**src/rtl/alu_mul_seq.sv**
```systemverilog
// Sequential 64x64 unsigned shift-add multiplier. Borrows an external
// combinational ALU for the 64-bit add, one partial product per cycle.
module alu_mul_seq (
    input  logic        clk,
    input  logic        reset,
    input  logic        start,
    input  logic [63:0] multiplicand,
    input  logic [63:0] multiplier,
    output logic        busy,
    output logic        done,
    output logic [63:0] product_hi,
    output logic [63:0] product_lo,
    output logic [63:0] alu_a,
    output logic [63:0] alu_b,
    output logic [2:0]  alu_cntrl,
    input  logic [63:0] alu_result,
    input  logic        alu_carry_out
);

    typedef enum logic [1:0] {
        IDLE = 2'd0,
        RUN  = 2'd1,
        DONE = 2'd2
    } state_t;

    localparam logic [2:0] ALU_ADD  = 3'b010;
    localparam logic [2:0] ALU_NONE = 3'b000;

    state_t      state, state_nxt;
    logic [5:0]  count;
    logic [63:0] mcand;
    logic [63:0] acc_hi;
    logic [63:0] acc_lo;
    logic        accept;
    logic        last_iter;

    assign accept    = (state == IDLE) && start;
    assign last_iter = (state == RUN) && (count == 6 'd63);

    always_ff @(posedge clk or posedge reset) begin
        if (reset) state <= IDLE;
        else       state <= state_nxt;
    end

    always_comb begin
        state_nxt = state;
        case (state)
            IDLE:    if (start) state_nxt = RUN;
            RUN:     if (count == 6'd63) state_nxt = DONE;
            DONE:    state_nxt = IDLE;
            default: state_nxt = IDLE;
        endcase
    end

    // The 129-bit ALU sum shifted right by one: the carry becomes the new
    // top bit and the dropped sum LSB enters the low accumulator.
    always_ff @(posedge clk or posedge reset) begin
        if (reset) begin
            count  <= '0;
            mcand  <= '0;
            acc_hi <= '0;
            acc_lo <= '0;
        end else if (accept) begin
            count  <= '0;
            mcand  <= multiplicand;
            acc_hi <= '0;
            acc_lo <= multiplier;
        end else if (state == RUN) begin
            count  <= last_iter ? 6'd0 : count + 6'd1;
            acc_hi <= {alu_carry_out, alu_result[63:1]};
            acc_lo <= {alu_result[0], acc_lo[63:1]};
        end
    end

    always_comb begin
        alu_a     = '0;
        alu_b     = '0;
        alu_cntrl = ALU_NONE;
        if (state == RUN) begin
            alu_a     = acc_hi;
            alu_b     = acc_lo[0] ? mcand : 64'd0;
            alu_cntrl = ALU_ADD;
        end
    end

    assign busy       = (state == RUN);
    assign done       = (state == DONE);
    assign product_hi = acc_hi;
    assign product_lo = acc_lo;

endmodule

```
**config.mk**
```make
export PLATFORM = sky130hd
export DESIGN_NAME = alu_mul_seq
export DESIGN_NICKNAME = d
export VERILOG_FILES = /design/src/rtl/alu_mul_seq.sv
export SDC_FILE = /design/constraint.sdc
export NUM_CORES = 1
export LEC_CHECK = 0
export CAP_MARGIN = 20
export CORE_AREA = 2 2 176 178
export DETAILED_ROUTE_END_ITERATION = 6
export DIE_AREA = 0 0 178 180
export GPL_TIMING_DRIVEN = 0
export PLACE_DENSITY = 0.66
export SLEW_MARGIN = 30
export SYNTH_ARGS = -nofsm -noshare
export SYNTH_HDL_FRONTEND = slang
export SYNTH_SLANG_ARGS = --single-unit
```
**constraint.sdc**
```tcl
create_clock -name clk -period 7.15 [get_ports clk]
set_input_delay 1.7875 -clock clk [delete_from_list [all_inputs] [get_ports clk]]
set_output_delay 1.7875 -clock clk [all_outputs]
set_load 0.05 [all_outputs]
```
==> run metrics, run 1 <==
Chip Width=approximately 180 um; post-synthesis average cell area=approximately 11 um^2; Final Setup Violations=0; Routed WL=around 34,000 um; post-synthesis sequential area ratio=0.543; post-synth top area cell=dfrtp_1; maximum vdd drop=0.191 mV; initial antenna violation count=1; Final Hold Violating Endpoints=0; Vias=around 8,400; status=finished, final reports clean; Wirelength per Cell=around 20 um; Worst-Skew Late Latency=about 0.43 ns; port buffer count=about 450; kind of critical path=flop to primary output; Storage cell area=between 0.005 and 0.006 mm^2; first-pass GRT wire length=52,700 um; row count=between 60 and 70; top cells by area, synth=dfrtp_1 (54%), a22o_1 (6.2%), a22oi_1 (5.3%), mux2_1 (4.8%), nor2b_1 (4.5%); Final Worst Setup Slack=roughly 2.4 ns; layout cells sized above 1=0.0840; unrepaired setup endpoints after global routing=no; vias per inst=around 4.9; cell count after synthesis=between 800 and 900; crit-path max FO=10; I/O pins=around 460; multi-input logic area=roughly 0.0038 mm^2; GP Congestion=between 0.8 and 0.9; setup bufs post-CTS=0; post-layout min period=around 4.8 ns; DRT Pass-1 Iters=5; Pwr per Cell Area=about 350 mW/mm^2; Critical Path RT=roughly 5.4 ns; Final HPWL DP=26,100 um; CTS tree=built; Post-route DRC=0; CP startpoint kind=flop; grt total ovfl=0; final setup TNS=0 ns; Relative slew margins=0.545; Longest Clk Path Bufs=2; share of the synthesized area in the top cell type=0.543; crit path max-delay cell type=clkdlybuf4s50_1; Die Y=roughly 180 um; CTS sink cnt=200; Layout Skew=~0.012 ns; Power, Total=5210 uW; yosys warns=0; HP Class=flop to flop; Starting Density=0.306; Final Non-Filler Cells=between 1,500 and 2,000; largest net degree at the start of global routing=29; die area=about 0.032 mm^2; worst slew pin tran=approximately 0.68 ns; gr usage total=0.213; initial DRC count=474; #FFs+latches synth=200; CP Cell Sequence=buf_2, nand2b_2, inv_4, clkbuf_1, and2_1, clkdlybuf4s50_1; placed insts=around 1,700; Cell variety after synth=34; PostCTS Resize Cnt=0; Post-CTS Hold Buffers=0; final net count=~1,500; htree depth=4; Fill cells=around 2,900; Worst-path clk slew=around 0.08 ns; CTS root buf=clkbuf_16; Final Cycle Share=0.665; capturing element type of the critical path=primary output; Post-DRT Antenna Nets=0; core area=around 0.030 mm^2; MaxCap Viol Count=0; Slew Limit Fails=0; post-synthesis cell area=just over 0.009 mm^2; CP arrival=about 3.0 ns; area grow syn2layout=62.6%; vias in the first global route=between 8,000 and 9,000; CTS Buf Count=17; fmax=~210 MHz; cell leakage power=0.00625 uW; Place WS=roughly 2.8 ns; max incr delay on CP=between 0.8 and 0.9 ns
==> path summary, 6_finish.rpt <==
path                                                   end  cells after the start                   from  slack (ns)
min in group asynchronous       product_lo[46]$_DFFE_PP0P_                      2                  reset        1.67
worst min-delay path                 mcand[25]$_DFFE_PP0P_                      1  mcand[25]$_DFFE_PP0P_        0.48
worst max register to register        count[5]$_DFFE_PP0P_                      6   state[1]$_DFFE_PP0P_        5.28
worst min register to register       mcand[25]$_DFFE_PP0P_                      1  mcand[25]$_DFFE_PP0P_        0.48
worst max-delay path                              alu_a[3]                      6   state[1]$_DFFE_PP0P_        2.40
max in group asynchronous            mcand[63]$_DFFE_PP0P_                      6                  reset        4.39
==> power breakdown <==
group | total, uW | internal, uW | switching (uW)
clock network | 947 | 466 | 481
logic | 2550 | 952 | 1600
registers | 1710 | 1450 | 263
==> worst max-delay path: cells and delay by family, from the launching register on <==
family | cells | cell delay, ns
AND/OR/NAND/NOR | 2 | 0.46
flip-flops | 1 | 0.36
buffers and inverters | 4 | 1.71
==> cell usage in the layout (no fill, tap or decap), drive strengths merged, types with 2 or more instances in the layout <==
cell type      count
a21oi             65
nand2              5
nand2b             3
clkdlybuf4s50    454
and3              65
mux2              64
inv                5
conb               2
dfrtp            200
and2              64
nand3              2
nor2b             66
buf               47
a22o              65
clkinv             8
clkbuf            60
a22oi             65
o21ai             68
nor3b              3
clkinvlp           2
==> logic make-up after synthesis <==
kind of cell,share of synthesized area
flops,0.543
fa+ha+maj,0.00136
simple gates,0.143
compound gates,0.190
mux,0.0792
other cells,0.000406
buf+inv,0.0442
==> final cells by class <==
class / instances / share of cell area
multi-input combinational: 545 / 0.254
timing repair buffer: 462 / 0.314
antenna: 1 / 0.000167
clock buffer: 18 / 0.0293
clock inverter: 12 / 0.00792
tap: 396 / 0.0330
sequential: 200 / 0.334
buffer: 81 / 0.0263
inverter: 3 / 0.00117
==> per-stage QoR <==
stage,hold slack (ns),util,cell area [um^2]
after floorplan,0.447,-,9230
after global placement,0.459,0.473,14300
after detailed placement,0.467,0.478,14400
after CTS,0.485,0.497,15000
after global routing,0.501,0.497,15000
final,0.479,0.497,15000
==> synth_stat cells <==
cell type  count
and3_1        65
inv_1          2
nor3_1         1
a21oi_1       65
or4_1          1
nand2b_1       2
buf_6          1
buf_1          1
clkbuf_1      37
mux2_2        25
o21bai_2       1
o21ai_1        1
nand2_1        5
a22oi_1       65
conb_1         1
dfrtp_1      200
nand3_1        2
clkbuf_2       5
o31ai_1        1
a22o_1        65
o211ai_1       1
nand4_1        1
mux2_1        39
buf_4         12
nor2b_1       66
nor3b_1        2
mux2i_1        1
inv_4          1
nand2b_2       1
and2_1        64
ha_1           1
o21ai_0       67
buf_2         25
nor3b_2        1
==> registers in the layout (all words and copies together), names as in the netlist <==
signal / count
state: 2
count: 6
product_lo: 64
mcand: 64
product_hi: 64
==> routing by layer <==
metal,share of wire,global-route usage,wire (um)
met1,0.41,0.265,14200
met2,0.49,0.358,16900
met5,0,0,0
met3,0.083,0.0675,2870
met4,0.012,0.0505,420
No activity file was read; power rests on OpenSTA's default activity.
==> run 2, diff against run 1 <==
--- a/config.mk
+++ b/config.mk
@@ -6,11 +6,10 @@
 export NUM_CORES = 1
 export LEC_CHECK = 0
 export CAP_MARGIN = 20
-export CORE_AREA = 2 2 176 178
+export CORE_AREA = 2 2 177 179
 export DETAILED_ROUTE_END_ITERATION = 6
-export DIE_AREA = 0 0 178 180
+export DIE_AREA = 0 0 179 181
 export GPL_TIMING_DRIVEN = 0
-export PLACE_DENSITY = 0.66
 export SLEW_MARGIN = 30
 export SYNTH_ARGS = -nofsm -noshare
 export SYNTH_HDL_FRONTEND = slang
==> constraint.sdc (replaced) <==
create_clock -name clk -period 4.55 [get_ports clk]
set_input_delay 1.1375 -clock clk [delete_from_list [all_inputs] [get_ports clk]]
set_output_delay 1.1375 -clock clk [all_outputs]
set_load 0.05 [all_outputs]
==> run 2 against run 1 <==
  * Global-route usage is 0.43 points higher
  * Combinational power is 57% higher
  * Utilization hardly changed
  * Count of clock-buffer cells in the layout stayed put
  * Cell count is 0.17% lower
  * Cell area is 0.53% higher
  * Worst setup slack worse by 2.0 ns
  * Sequential cell count stayed put
  * Sequential share of layout area is 0.17 points lower
  * Largest power group unchanged
==> run metrics, run 2 (same netlist as run 1, synthesis figures left out) <==
area grow syn2layout=63.5%; flop2flop setup slack=roughly 2.7 ns; uppermost layer routed=met4; routed wl met2=16,900 um; status=finished, final reports clean; setup bufs post-CTS=0; initial DRC count=between 500 and 600; kind of critical path=flop to primary output; reg2reg path depth=6; post-layout min period=about 4.1 ns; htree depth=4; Longest Clk Path Bufs=2; Finished Core Util=0.497; Post-DRT Antenna Nets=0; met3 WL post-DR=approximately 3200 um; Final Setup Violations=0; hold_ws=around 0.48 ns; Storage cell area=0.00500 mm^2; Post-route DRC=0; Layout Skew=between 0.01 and 0.015 ns; I/O pins=457; r2r endpoint=count[0]$_DFFE_PP0P_; crit path max-delay cell type=clkdlybuf4s50_1; Critical Path RT=~3.4 ns; placed insts=about 1,700; multi-input logic area=approximately 0.0038 mm^2; Switching Share=0.433; Bufs and invs on worst path=4; Metal-1 WL=around 15,000 um; Slew Limit Fails=0; die area=0.0324 mm^2; Final Cycle Share=0.903; Worst-Skew Late Latency=approximately 0.44 ns; share of power burned in registers=0.320; # diodes=0; Wirelength per Cell=20.7 um; CTS root buf=clkbuf_16; Final HPWL DP=about 27,000 um; fin area=roughly 0.015 mm^2; unrepaired setup endpoints after global routing=no; capturing element type of the critical path=primary output; most frequent cells in the layout=clkdlybuf4s50_1 (454), dfrtp_1 (200), o21ai_0 (67), nor2b_1 (66); CP Cell Sequence=buf_2, nand2b_2, inv_4, clkbuf_1, and2_1, clkdlybuf4s50_1; Relative slew margins=0.559; CP arrival=between 2 and 3 ns; Final Hold Violating Endpoints=0; Pwr per Cell Area=~560 mW/mm^2; most common cell after layout, fill and taps aside=clkdlybuf4s50_1; MaxCap Viol Count=0; post-place instance area=0.0144 mm^2; internal power=4760 uW; CP startpoint kind=flop; Chip Width=roughly 180 um; DRT Pass-1 Iters=5; crit-path max FO=10; Vias=8,404; row count=64; maximum vdd drop=between 0.3 and 0.4 mV; vias in the first global route=about 8,600; PostCTS Resize Cnt=0; CP endpoint=alu_a[0]; first-pass GRT wire length=between 50,000 and 60,000 um; core area=about 0.030 mm^2; Psw=3640 uW; final setup TNS=0 ns; Post-CTS Hold Buffers=0; Critical Path Source=state[1]$_DFFE_PP0P_; gr usage total=0.217; worst slew pin tran=~0.66 ns; Starting Density=0.304; Die Y=181 um; RR Startpoint=state[0]$_DFFE_PP0P_; CTS sink cnt=200; CTS tree=built; Final Non-Filler Cells=roughly 1,700; CTS Buf Count=17; initial antenna violation count=0; max incr delay on CP=0.81 ns; largest net degree at the start of global routing=28; HP Class=flop to flop; port buffer count=between 400 and 500; Logic pwr share=0.478; final net count=roughly 1,500; Fill cells=between 2,000 and 3,000; grt total ovfl=0; fmax=243 MHz; Crit path max-delay family=buffers and inverters; Worst-path clk slew=around 0.070 ns; Routed WL=between 30,000 and 40,000 um; Clk network pwr share=0.202; GP Congestion=approximately 0.83; CP Depth=6; cell leakage power=0.00629 uW; vias per inst=4.90; layout cells sized above 1=0.0826
-- run 2: cell count changes in the layout (fill, tap and decap cells not counted) --
cell,before,now
buf_12,7,6
buf_16,1,2
bufinv_16,0,5
inv_6,0,3
clkinv_8,1,0
inv_8,3,0
clkinv_4,7,1
diode_2,1,0
-- run 2: worst min path at each step --
stage,to,slack (ns),cells past startpoint,start
2_1_floorplan,count[4]$_DFFE_PP0P_,0.45,1,count[4]$_DFFE_PP0P_
3_3_place_gp,mcand[28]$_DFFE_PP0P_,0.46,1,mcand[28]$_DFFE_PP0P_
3_5_place_dp,mcand[29]$_DFFE_PP0P_,0.47,1,mcand[29]$_DFFE_PP0P_
4_1_cts,mcand[23]$_DFFE_PP0P_,0.48,1,mcand[23]$_DFFE_PP0P_
5_1_grt,mcand[28]$_DFFE_PP0P_,0.49,1,mcand[28]$_DFFE_PP0P_
6_report,mcand[23]$_DFFE_PP0P_,0.48,1,mcand[23]$_DFFE_PP0P_
-- run 2: per-stage QoR --
stage	total power, uW	worst slack, ns
6_report	8400	0.442
5_1_grt	8810	0.308
4_1_cts	8470	0.353
3_5_place_dp	6740	0.840
3_3_place_gp	6690	-1.08
2_1_floorplan	5240	0.824
-- run 2: power groups by stage --
stage	registers [uW]	clock network, uW	logic, uW
floorplan	3500	0	1730
global placement	2700	0	3990
detailed placement	2710	0	4030
CTS	2690	1740	4050
global route	2760	1820	4230
finish	2690	1700	4010
-- run 2: routing by layer --
layer	vias up	GRT usage
met4	0	0.0524
met5	-	0
li1	3948	-
met1	4132	0.274
met2	298	0.352
met3	26	0.0783
-- run 2: layout make-up --
| cell class | instances | share of cell area |
|---|---|---|
| Buffer | 81 | 0.0261 |
| Timing Repair Buffer | 462 | 0.313 |
| Sequential cell | 200 | 0.332 |
| Clock inverter | 10 | 0.0128 |
| Inverter | 3 | 0.00116 |
| Clock buffer | 18 | 0.0291 |
| Multi-Input combinational cell | 545 | 0.253 |
| Tap cell | 396 | 0.0329 |
